==> src/rtl/mmio_uart_tx_if.sv <==
// Data-memory style responder bus for the memory-mapped UART transmitter.
//   w_en       : byte write enables from the core store path (lane 0 = [7:0])
//   address    : byte address, decoded on [15:2]
//   write_data : store data
//   read_data  : registered read data for the previous-cycle address
//   hit        : registered; previous-cycle address fell in the UART map
interface mmio_uart_tx_if;
    logic [3:0]  w_en;
    logic [15:0] address;
    logic [31:0] write_data;
    logic [31:0] read_data;
    logic        hit;

    modport master (
        output w_en,
        output address,
        output write_data,
        input  read_data,
        input  hit
    );

    modport slave (
        input  w_en,
        input  address,
        input  write_data,
        output read_data,
        output hit
    );
endinterface

==> src/rtl/mmio_uart_tx.sv <==
// Memory-mapped 8N1 UART transmitter.
// Stores to TXDATA push bytes into a small TX FIFO; a bit-timing FSM
// serializes them LSB first on tx. STATUS reports full/empty/busy/
// overflow/count; read data and hit are registered (SRAM-like 1-cycle read).
// Ports:
//   clk  : system clock
//   rst  : synchronous active-high reset
//   bus  : responder side of the data-memory bus (mmio_uart_tx_if.slave)
//   tx   : serial output, idle high
module mmio_uart_tx #(
    parameter logic [15:0] BASE_ADDR    = 16'hFF00,
    parameter int unsigned CLKS_PER_BIT = 16,
    parameter int unsigned FIFO_DEPTH   = 4
) (
    input  logic                clk,
    input  logic                rst,
    mmio_uart_tx_if.slave       bus,
    output logic                tx
);

    localparam int unsigned PTR_W = $clog2(FIFO_DEPTH);
    localparam int unsigned CNT_W = (CLKS_PER_BIT > 1) ? $clog2(CLKS_PER_BIT) : 1;
    localparam logic [15:0] STATUS_ADDR = BASE_ADDR + 16'd4;

    typedef enum logic [1:0] {
        S_IDLE,
        S_START,
        S_DATA,
        S_STOP
    } state_t;

    // Registers
    state_t            r_state;
    logic [CNT_W-1:0]  r_baud;
    logic [2:0]        r_bit_idx;
    logic [7:0]        r_shift;
    logic              r_tx;
    logic              r_overflow;
    logic [PTR_W:0]    r_wr_ptr;
    logic [PTR_W:0]    r_rd_ptr;
    logic [7:0]        r_mem [FIFO_DEPTH];
    logic [31:0]       r_read_data;
    logic              r_hit;

    // Combinational next-state / control
    state_t            w_state_nxt;
    logic [CNT_W-1:0]  w_baud_nxt;
    logic [2:0]        w_bit_idx_nxt;
    logic [7:0]        w_shift_nxt;
    logic              w_tx_nxt;
    logic              w_pop;
    logic              w_push;
    logic              w_push_req;
    logic              w_ovf_set;
    logic              w_ovf_clr;
    logic              w_bit_done;
    logic              w_txdata_sel;
    logic              w_status_sel;
    logic              w_full;
    logic              w_empty;
    logic              w_busy;
    logic [PTR_W:0]    w_count;
    logic [7:0]        w_head;
    logic [31:0]       w_status;
    logic              w_unused;

    // Address decode on the word address
    assign w_txdata_sel = (bus.address[15:2] == BASE_ADDR[15:2]);
    assign w_status_sel = (bus.address[15:2] == STATUS_ADDR[15:2]);

    // FIFO flags: pointers carry one extra wrap bit to tell full from empty
    assign w_count = r_wr_ptr - r_rd_ptr;
    assign w_empty = (r_wr_ptr == r_rd_ptr);
    assign w_full  = (r_wr_ptr[PTR_W] != r_rd_ptr[PTR_W]) &&
                     (r_wr_ptr[PTR_W-1:0] == r_rd_ptr[PTR_W-1:0]);
    assign w_head  = r_mem[r_rd_ptr[PTR_W-1:0]];
    assign w_busy  = (r_state != S_IDLE);

    // A simultaneous pop frees a slot, so a push into a full FIFO still lands
    assign w_push_req = w_txdata_sel && bus.w_en[0];
    assign w_push     = w_push_req && (!w_full || w_pop);
    assign w_ovf_set  = w_push_req && w_full && !w_pop;
    assign w_ovf_clr  = w_status_sel && bus.w_en[0] && bus.write_data[3];

    assign w_status = {24'd0, 4'(w_count), r_overflow, w_busy, w_empty, w_full};

    assign w_bit_done = (r_baud == CNT_W'(CLKS_PER_BIT - 1));

    assign w_unused = ^{bus.address[1:0], bus.write_data[31:8]};

    // Serializer FSM next-state and datapath
    always_comb begin
        w_state_nxt   = r_state;
        w_baud_nxt    = r_baud;
        w_bit_idx_nxt = r_bit_idx;
        w_shift_nxt   = r_shift;
        w_tx_nxt      = r_tx;
        w_pop         = 1'b0;

        case (r_state)
            S_IDLE: begin
                if (!w_empty) begin
                    w_pop       = 1'b1;
                    w_shift_nxt = w_head;
                    w_tx_nxt    = 1'b0;
                    w_baud_nxt  = '0;
                    w_state_nxt = S_START;
                end
            end
            S_START: begin
                if (w_bit_done) begin
                    w_baud_nxt    = '0;
                    w_bit_idx_nxt = 3'd0;
                    w_tx_nxt      = r_shift[0];
                    w_state_nxt   = S_DATA;
                end else begin
                    w_baud_nxt = r_baud + CNT_W'(1);
                end
            end
            S_DATA: begin
                if (w_bit_done) begin
                    w_baud_nxt = '0;
                    if (r_bit_idx == 3'd7) begin
                        w_tx_nxt    = 1'b1;
                        w_state_nxt = S_STOP;
                    end else begin
                        w_bit_idx_nxt = r_bit_idx + 3'd1;
                        w_shift_nxt   = {1'b0, r_shift[7:1]};
                        w_tx_nxt      = r_shift[1];
                    end
                end else begin
                    w_baud_nxt = r_baud + CNT_W'(1);
                end
            end
            S_STOP: begin
                if (w_bit_done) begin
                    w_baud_nxt = '0;
                    // Chain straight into the next start bit when data is waiting
                    if (!w_empty) begin
                        w_pop       = 1'b1;
                        w_shift_nxt = w_head;
                        w_tx_nxt    = 1'b0;
                        w_state_nxt = S_START;
                    end else begin
                        w_state_nxt = S_IDLE;
                    end
                end else begin
                    w_baud_nxt = r_baud + CNT_W'(1);
                end
            end
            default: begin
                w_tx_nxt    = 1'b1;
                w_state_nxt = S_IDLE;
            end
        endcase
    end

    // State, FIFO pointers, flags and read port
    always_ff @(posedge clk) begin
        if (rst) begin
            r_state     <= S_IDLE;
            r_baud      <= '0;
            r_bit_idx   <= 3'd0;
            r_shift     <= 8'd0;
            r_tx        <= 1'b1;
            r_overflow  <= 1'b0;
            r_wr_ptr    <= '0;
            r_rd_ptr    <= '0;
            r_read_data <= 32'd0;
            r_hit       <= 1'b0;
        end else begin
            r_state   <= w_state_nxt;
            r_baud    <= w_baud_nxt;
            r_bit_idx <= w_bit_idx_nxt;
            r_shift   <= w_shift_nxt;
            r_tx      <= w_tx_nxt;
            if (w_push) begin
                r_wr_ptr <= r_wr_ptr + (PTR_W+1)'(1);
            end
            if (w_pop) begin
                r_rd_ptr <= r_rd_ptr + (PTR_W+1)'(1);
            end
            // Set wins over a same-cycle clear
            if (w_ovf_set) begin
                r_overflow <= 1'b1;
            end else if (w_ovf_clr) begin
                r_overflow <= 1'b0;
            end
            r_hit       <= w_txdata_sel || w_status_sel;
            r_read_data <= w_status_sel ? w_status : 32'd0;
        end
    end

    // FIFO storage
    always_ff @(posedge clk) begin
        if (w_push) begin
            r_mem[r_wr_ptr[PTR_W-1:0]] <= bus.write_data[7:0];
        end
    end

    assign bus.read_data = r_read_data;
    assign bus.hit       = r_hit;
    assign tx            = r_tx;

endmodule

==> src/flat_wrapper.sv <==
// flat-port wrapper written by rule: the top's interface ports become plain ports
module mmio_uart_tx_flat 
#(
    parameter logic [15:0] BASE_ADDR    = 16'hFF00,
    parameter int unsigned CLKS_PER_BIT = 16,
    parameter int unsigned FIFO_DEPTH   = 4
)
  (clk, rst, tx, bus_w_en, bus_address, bus_write_data, bus_read_data, bus_hit);
  mmio_uart_tx_if bus_i ();
  input  logic clk;
  input  logic rst;
  output logic tx;
  input wire logic [$bits(bus_i.w_en)-1:0] bus_w_en;
  input wire logic [$bits(bus_i.address)-1:0] bus_address;
  input wire logic [$bits(bus_i.write_data)-1:0] bus_write_data;
  output wire logic [$bits(bus_i.read_data)-1:0] bus_read_data;
  output wire logic [$bits(bus_i.hit)-1:0] bus_hit;
  assign bus_i.w_en = bus_w_en;
  assign bus_i.address = bus_address;
  assign bus_i.write_data = bus_write_data;
  assign bus_read_data = bus_i.read_data;
  assign bus_hit = bus_i.hit;
  mmio_uart_tx #(.BASE_ADDR(BASE_ADDR), .CLKS_PER_BIT(CLKS_PER_BIT), .FIFO_DEPTH(FIFO_DEPTH)) u_core (.clk(clk), .rst(rst), .bus(bus_i), .tx(tx));
endmodule
==> config.mk <==
export PLATFORM = sky130hd
export DESIGN_NAME = mmio_uart_tx_flat
export DESIGN_NICKNAME = d
export VERILOG_FILES = /design/src/rtl/mmio_uart_tx_if.sv /design/src/rtl/mmio_uart_tx.sv /design/src/flat_wrapper.sv
export SDC_FILE = /design/constraint.sdc
export NUM_CORES = 1
export LEC_CHECK = 0
export BUFFER_PORTS_ARGS = -buffer_cell sky130_fd_sc_hd__buf_2
export CAP_MARGIN = 20
export CORE_ASPECT_RATIO = 1.2
export CORE_MARGIN = 2
export CORE_UTILIZATION = 45
export DETAILED_ROUTE_END_ITERATION = 8
export GPL_ROUTABILITY_DRIVEN = 1
export GPL_TIMING_DRIVEN = 0
export PLACE_DENSITY = 0.71
export SLEW_MARGIN = 20
export SYNTH_ARGS = -nofsm -noshare
export SYNTH_HDL_FRONTEND = slang
export SYNTH_SLANG_ARGS = --single-unit
export TNS_END_PERCENT = 20
==> constraint.sdc <==
create_clock -name clk -period 3.2 [get_ports clk]
set_clock_uncertainty 0.1 [all_clocks]
set_input_delay 0 -clock clk [delete_from_list [all_inputs] [get_ports clk]]
set_output_delay 0 -clock clk [all_outputs]
set_load 0.01 [all_outputs]
==> flow_metrics.env, run 1 <==
export IMPL_status="finished clean"
export IMPL_core_area_sq_um=6770
export IMPL_dr_pass1_iters=4
export IMPL_switching_share_pct=25.7
export IMPL_max_slew_margin_pct=48.8
export IMPL_cts_clk_slew_worst_paths_ns=0.08
export IMPL_internal_power_w=0.00138
export IMPL_cp_top_family="simple AND/OR/NAND/NOR gates"
export IMPL_power_density_nw_per_um2=490
export IMPL_finalCritPeriodShare_pct=76.3
export IMPL_worstSetupEndpointType="flip-flop"
export IMPL_syn_instance_count=264
export IMPL_viasPerCell=4.93
export IMPL_wl_um=5710
export IMPL_comb_power_share_pct=13.0
export IMPL_nets=414
export IMPL_slew_viol_final=0
export IMPL_cts_setup_buffers=0
export IMPL_ys_seq_area_share_pct=53.4
export IMPL_antenna_found_initial=0
export IMPL_fp_dieArea_sq_um=7600
export IMPL_fillers=597
export IMPL_grt_pass1_vias=2087
export IMPL_cts_resized_gates=0
export IMPL_worst_pin_slew_ns=0.758
export IMPL_cts_made_buffers=9
export IMPL_routabilityCongestion=0.762
export IMPL_ctsHtreeMaxLevel=3
export IMPL_crit_fanout=8
export IMPL_initial_utilization_pct=46.0
export IMPL_leakage_nw=1.56
export IMPL_wl_per_cell_um=13.1
export IMPL_critPathLaunchType="flip-flop"
export IMPL_grt_overflow=0
export IMPL_antenna_cells=0
export IMPL_synth_edf_count=32
export IMPL_drc_errors=0
export IMPL_drtIter0Drc=86
export IMPL_clock_latency_ns=0.34
export IMPL_tns_ns=0
export IMPL_sequentialPowerShare_pct=49.4
export IMPL_portBuffers=32
export IMPL_synthToLayoutAreaGrowth_pct=22.2
export IMPL_num_vias=2149
export IMPL_hold_ws_ns=0.0380
export IMPL_yosys_warnings=0
export IMPL_async_reset_ff_share_pct=0
export IMPL_postRouteAntennaNets=0
export IMPL_grt_usage_pct=16.6
export IMPL_worstPathCellList="inv_1, ha_1, nand2b_1, o2111a_1, nor3_2"
export IMPL_max_cap_viol_count=0
export IMPL_die_y_um=95.1
export IMPL_path_buf_inv=1
export IMPL_crit_type="reg -> reg"
export IMPL_grt_max_degree=14
export IMPL_required_ns=3.07
export IMPL_yosys_area_top_type="edfxtp_1"
export IMPL_irDropWorstVdd_v=0.000505
export IMPL_cts_sinks=67
export IMPL_clock_path_buffers=2
export IMPL_finalSetupViolCount=0
export IMPL_max_stage_delay_ns=0.65
export IMPL_p_switching_w=0.000478
export IMPL_hp_class="in -> reg"
export IMPL_placed_cells=407
export IMPL_finalHoldViolations=0
export IMPL_instances_no_fill=436
export IMPL_synth_top_area_share_pct=30.9
export IMPL_fin_crit_ns=2.44
export IMPL_ys_types=49
export IMPL_die_w_um=79.9
export IMPL_ys_flop_type="dfxtp_1"
export IMPL_crit_arrival_ns=2.32
export IMPL_grt_pass1_wl_um=9430
export IMPL_syn_area_per_cell_sq_um=11.8
export IMPL_cts_tree="built"
export IMPL_slowest_stage="nor3_2"
export IMPL_cts_root_buf="clkbuf_8"
export IMPL_yosys_top_cells_area="edfxtp_1, dfxtp_1, buf_4"
export IMPL_ios=88
export IMPL_syn_area_sq_um=3110
export IMPL_hpwl_um=4060
export IMPL_ys_ff_latch=67
export IMPL_clock_power_share_pct=37.5
export IMPL_rsz0062_at_grt="no"
export IMPL_clock_fmax_mhz=409
export IMPL_rows=33
export IMPL_drive_gt1_share_pct=26.1
-- flip-flops by register name (all words and copies together), names as in the netlist, named ones only --
| register | cells |
|---|---|
| u_core.bus.hit | 1 |
| u_core.bus.read_data | 7 |
| u_core.r_baud | 4 |
| u_core.r_bit_idx | 3 |
| u_core.r_mem | 32 |
| u_core.r_overflow | 1 |
| u_core.r_rd_ptr | 3 |
| u_core.r_shift | 8 |
| u_core.r_state | 2 |
| u_core.r_wr_ptr | 3 |
| u_core.tx | 1 |
-- final cells by class --
class	instances	area [sq um]	share of cell area [%]
buffer	32	214	5.62
clock buffer	9	124	3.26
clock inverter	7	73.8	1.94
inverter	11	41.3	1.09
multi-input combinational	178	1290	33.9
sequential	67	1660	43.7
tap	87	109	2.86
timing repair buffer	45	290	7.63
-- cell families after synthesis --
| family | after synthesis | share of synthesized area [%] |
|---|---|---|
| flip-flops | 67 | 53.4 |
| AND/OR/NAND/NOR | 73 | 12.7 |
| AO/OA/AOI/OAI | 42 | 8.81 |
| multiplexers | 18 | 9.01 |
| XOR/XNOR | 4 | 1.13 |
| buffers and inverters | 43 | 8.20 |
| other | 1 | 0.121 |
| adder cells (fa/ha/maj) | 16 | 6.67 |
-- layer usage --
layer	routed length (um)	GRT usage [%]	share of wire, %	up-vias
li1	-	-	-	1082
met3	253	4.36	4.4	9
met4	101	7.20	1.8	0
met2	3010	29.9	53	54
met5	0	0	0	-
met1	2340	18.3	41	1004
-- power by group through the flow --
| stage | sequential (W) | clock [W] | combinational (W) |
|---|---|---|---|
| after floorplan | 0.000940 | 0 | 0.000173 |
| after global placement | 0.000940 | 0 | 0.000224 |
| after detailed placement | 0.000940 | 0 | 0.000229 |
| after CTS | 0.000920 | 0.000715 | 0.000243 |
| after global routing | 0.000923 | 0.000752 | 0.000275 |
| final | 0.000920 | 0.000699 | 0.000243 |
-- synthesized netlist by cell type, types with 2 or more instances --
cell,count
dfxtp_1,35
edfxtp_1,32
buf_4,25
nand2_1,21
ha_1,15
nor2_1,15
a21oi_1,14
inv_1,10
mux2i_1,10
mux4_2,8
o22ai_1,8
clkbuf_1,7
o21ai_0,7
and3_1,5
nand3_1,5
nand4_1,4
nor3_1,3
or4_1,3
xnor2_1,3
a211o_1,2
nand3b_1,2
nor2b_1,2
or3b_2,2
-- through the flow --
step | total power, W | instance area [sq um] | util (%) | setup slack [ns]
after CTS | 0.00188 | 3800 | 56.2 | 0.726
after floorplan | 0.00111 | 3200 | - | 0.941
after global placement | 0.00116 | 3470 | 51.3 | 0.384
after detailed placement | 0.00117 | 3480 | 51.3 | 0.762
after global routing | 0.00195 | 3800 | 56.2 | 0.587
final | 0.00186 | 3800 | 56.2 | 0.757
-- worst register-to-register path: cells and delay by family, from the launching register on --
kind                       cells  cell delay (ns)
and+or+nand+nor                2             0.86
adders and majority gates      1             0.39
buffers and inverters          1             0.12
AOI/OAI and AO/OA              1             0.20
DFF                            1             0.42
-- what timing repair did --
item | in CTS | in global routing
endpoints found under the hold margin | 41 | 0
endpoints found under the setup margin | 0 | 0
hold buffers | 13 | 0
-- final timing paths --
check	slack (ns)	end	depth (start not counted)	startpoint
worst min-delay path	0.04	u_core.r_baud[3]	2	rst
worst min register to register	0.36	u_core.r_bit_idx[2]	2	u_core.r_bit_idx[2]
worst max register to register	0.76	u_core.r_mem[3][6]	5	u_core.r_state[1]
worst max-delay path	0.76	u_core.r_mem[3][6]	5	u_core.r_state[1]
-- placed cells by master, fill, tap and decap left out, types with 2 or more instances in the layout --
master | Yosys | routed
buf_4 | 25 | 25
clkbuf_8 | 0 | 9
mux4_2 | 8 | 8
dlygate4sd3_1 | 0 | 13
mux2i_1 | 10 | 10
edfxtp_1 | 32 | 32
o22ai_1 | 8 | 8
a21oi_1 | 14 | 14
xnor2_1 | 3 | 3
nor2b_1 | 2 | 2
or4_1 | 3 | 3
or3b_2 | 2 | 2
nand2_1 | 21 | 21
clkinv_2 | 0 | 2
nor2_1 | 15 | 15
nor3_1 | 3 | 2
dfxtp_1 | 35 | 35
clkbuf_1 | 7 | 7
ha_1 | 15 | 15
buf_2 | 0 | 32
and3_1 | 5 | 5
nand4_1 | 4 | 4
nand3b_1 | 2 | 2
inv_1 | 10 | 10
nand3_1 | 5 | 5
a211o_1 | 2 | 2
conb_1 | 1 | 25
o21ai_0 | 7 | 7
inv_6 | 0 | 2
(Power assumes the default switching activity.)
==> inputs of run 2 (changes only) <==
Settings changed: PLACE_DENSITY 0.71 to 0.73.
Clock period 3.2 ns to 2.2 ns, I/O delays scaled along.
==> flow_metrics.env, run 2 (same netlist as run 1, synthesis figures left out) <==
export IMPL_crit_fanout=8
export IMPL_place_ws_ns=-0.200
export IMPL_grt_usage_pct=16.3
export IMPL_finalSetupViolCount=0
export IMPL_critPathLaunchType="input pin"
export IMPL_p_switching_w=0.000691
export IMPL_wl_um=5980
export IMPL_finalHoldViolations=0
export IMPL_crit_arrival_ns=2.14
export IMPL_synthToLayoutAreaGrowth_pct=28.1
export IMPL_grt_overflow=0
export IMPL_portBuffers=32
export IMPL_clock_power_share_pct=39.2
export IMPL_max_cap_viol_count=0
export IMPL_setup_ws_ns=0.0277
export IMPL_grt_max_degree=13
export IMPL_worst_pin_slew_ns=0.676
export IMPL_required_ns=2.16
export IMPL_antenna_cells=0
export IMPL_num_vias=2188
export IMPL_max_slew_margin_pct=55.0
export IMPL_cts_made_buffers=9
export IMPL_hp_class="in -> reg"
export IMPL_final_cell_mix="dfxtp_1, buf_2, edfxtp_1"
export IMPL_rows=33
export IMPL_die_w_um=79.9
export IMPL_final_core_util_pct=58.9
export IMPL_cts_sinks=67
export IMPL_viasPerCell=4.93
export IMPL_cts_tree="built"
export IMPL_status="finished clean"
export IMPL_fin_crit_ns=2.17
export IMPL_clock_path_buffers=2
export IMPL_slew_viol_final=0
export IMPL_cts_root_buf="clkbuf_8"
export IMPL_nets=422
export IMPL_wl_per_cell_um=13.5
export IMPL_die_y_um=95.1
export IMPL_switching_share_pct=24.4
export IMPL_fillers=574
export IMPL_fp_dieArea_sq_um=7600
export IMPL_worstPathCellList="dlygate4sd3_1, buf_2, or4_4, or4b_4, nor3_4, buf_12"
export IMPL_ctsHtreeMaxLevel=3
export IMPL_cts_clk_slew_worst_paths_ns=0.07
export IMPL_seq_area_sq_um=1660
export IMPL_postRouteAntennaNets=0
export IMPL_hpwl_um=4070
export IMPL_routabilityCongestion=0.828
export IMPL_max_stage_delay_ns=0.58
export IMPL_reg2reg_depth=6
export IMPL_power_density_nw_per_um2=711
export IMPL_leakage_nw=1.62
export IMPL_rsz0062_at_grt="yes"
export IMPL_grt_pass1_wl_um=9290
export IMPL_antenna_found_initial=0
export IMPL_crit_type="in -> reg"
export IMPL_finalCritPeriodShare_pct=98.7
export IMPL_ios=88
export IMPL_multi_input_area_sq_um=1350
export IMPL_comb_power_share_pct=13.5
export IMPL_largest_reg_flops=32
export IMPL_layout_commonest_cell="dfxtp_1"
export IMPL_grt_pass1_vias=2091
export IMPL_drtIter0Drc=66
export IMPL_hold_path_depth=3
export IMPL_clock_fmax_mhz=460
export IMPL_irDropWorstVdd_v=0.000621
export IMPL_clock_latency_ns=0.35
export IMPL_internal_power_w=0.00215
export IMPL_initial_utilization_pct=46.0
export IMPL_slowest_stage="or4_4"
export IMPL_drc_errors=0
export IMPL_drive_gt1_share_pct=30.0
export IMPL_worstSetupEndpointType="flip-flop"
export IMPL_sequentialPowerShare_pct=47.2
export IMPL_core_area_sq_um=6770
export IMPL_dr_pass1_iters=4
run 2: worst max-delay path, delay by kind of cell:
| kind | cells | cell delay [ns] |
|---|---|---|
| and+or+nand+nor | 3 | 1.31 |
| buffers and inverters | 3 | 0.82 |
run 2: final timing paths:
path | from | endpoint | slack, ns
min | bus_address[14] | u_core.bus.hit | 0.002
min reg2reg | u_core.r_shift[7] | u_core.r_shift[7] | 0.37
max reg2reg | u_core.r_wr_ptr[0] | u_core.r_baud[2] | 0.08
max | bus_address[3] | u_core.r_mem[3][0] | 0.03
run 2: layer usage:
metal	wire length [um]	share of wire, %	track usage [%]	vias to the layer above
met5	0	0	0	-
li1	-	-	-	1102
met2	3130	52	28.7	67
met3	336	5.6	4.83	16
met1	2350	39	17.6	1003
met4	163	2.7	8.62	0
run 2: cell type report:
type | count | share of cell area (%)
inverters | 11 | 1.04
clock buffers | 10 | 3.20
flip-flops and latches | 67 | 41.7
clock inverters | 6 | 2.26
repair buffers | 54 | 9.79
well taps | 87 | 2.73
multi-input cells | 178 | 33.9
plain buffers | 31 | 5.30
run 2: repair_timing:
action / 4_1_cts / 5_1_grt
hold buffers: 14 / 7
gates resized for setup: 7 / 13
gates cloned: 0 / 0
hold endpoints to repair: 42 / 1
pin swaps: 1 / 1
endpoints found under the setup margin: 43 / 55
buffers inserted: 0 / 1
run 2: through the flow:
step | std cells | hold WS (ns) | TNS, ns | area (sq um) | power (W)
2_1_floorplan | 288 | -0.00113 | 0 | 3210 | 0.00162
3_3_place_gp | 407 | 0.111 | -2.80 | 3480 | 0.00169
3_5_place_dp | 407 | 0.120 | -2.90 | 3480 | 0.00170
4_1_cts | 436 | -0.154 | -0.0665 | 3850 | 0.00282
5_1_grt | 444 | 0.0134 | -0.105 | 3990 | 0.00295
6_report | 444 | 0.00165 | 0 | 3990 | 0.00284
run 2: power by group through the flow:
stage,Clock [W],Sequential [W],Combinational [W]
after CTS,0.00113,0.00134,0.000353
final,0.00111,0.00134,0.000384
after global routing,0.00119,0.00134,0.000424
after floorplan,0,0.00137,0.000251
after detailed placement,0,0.00137,0.000334
after global placement,0,0.00137,0.000325
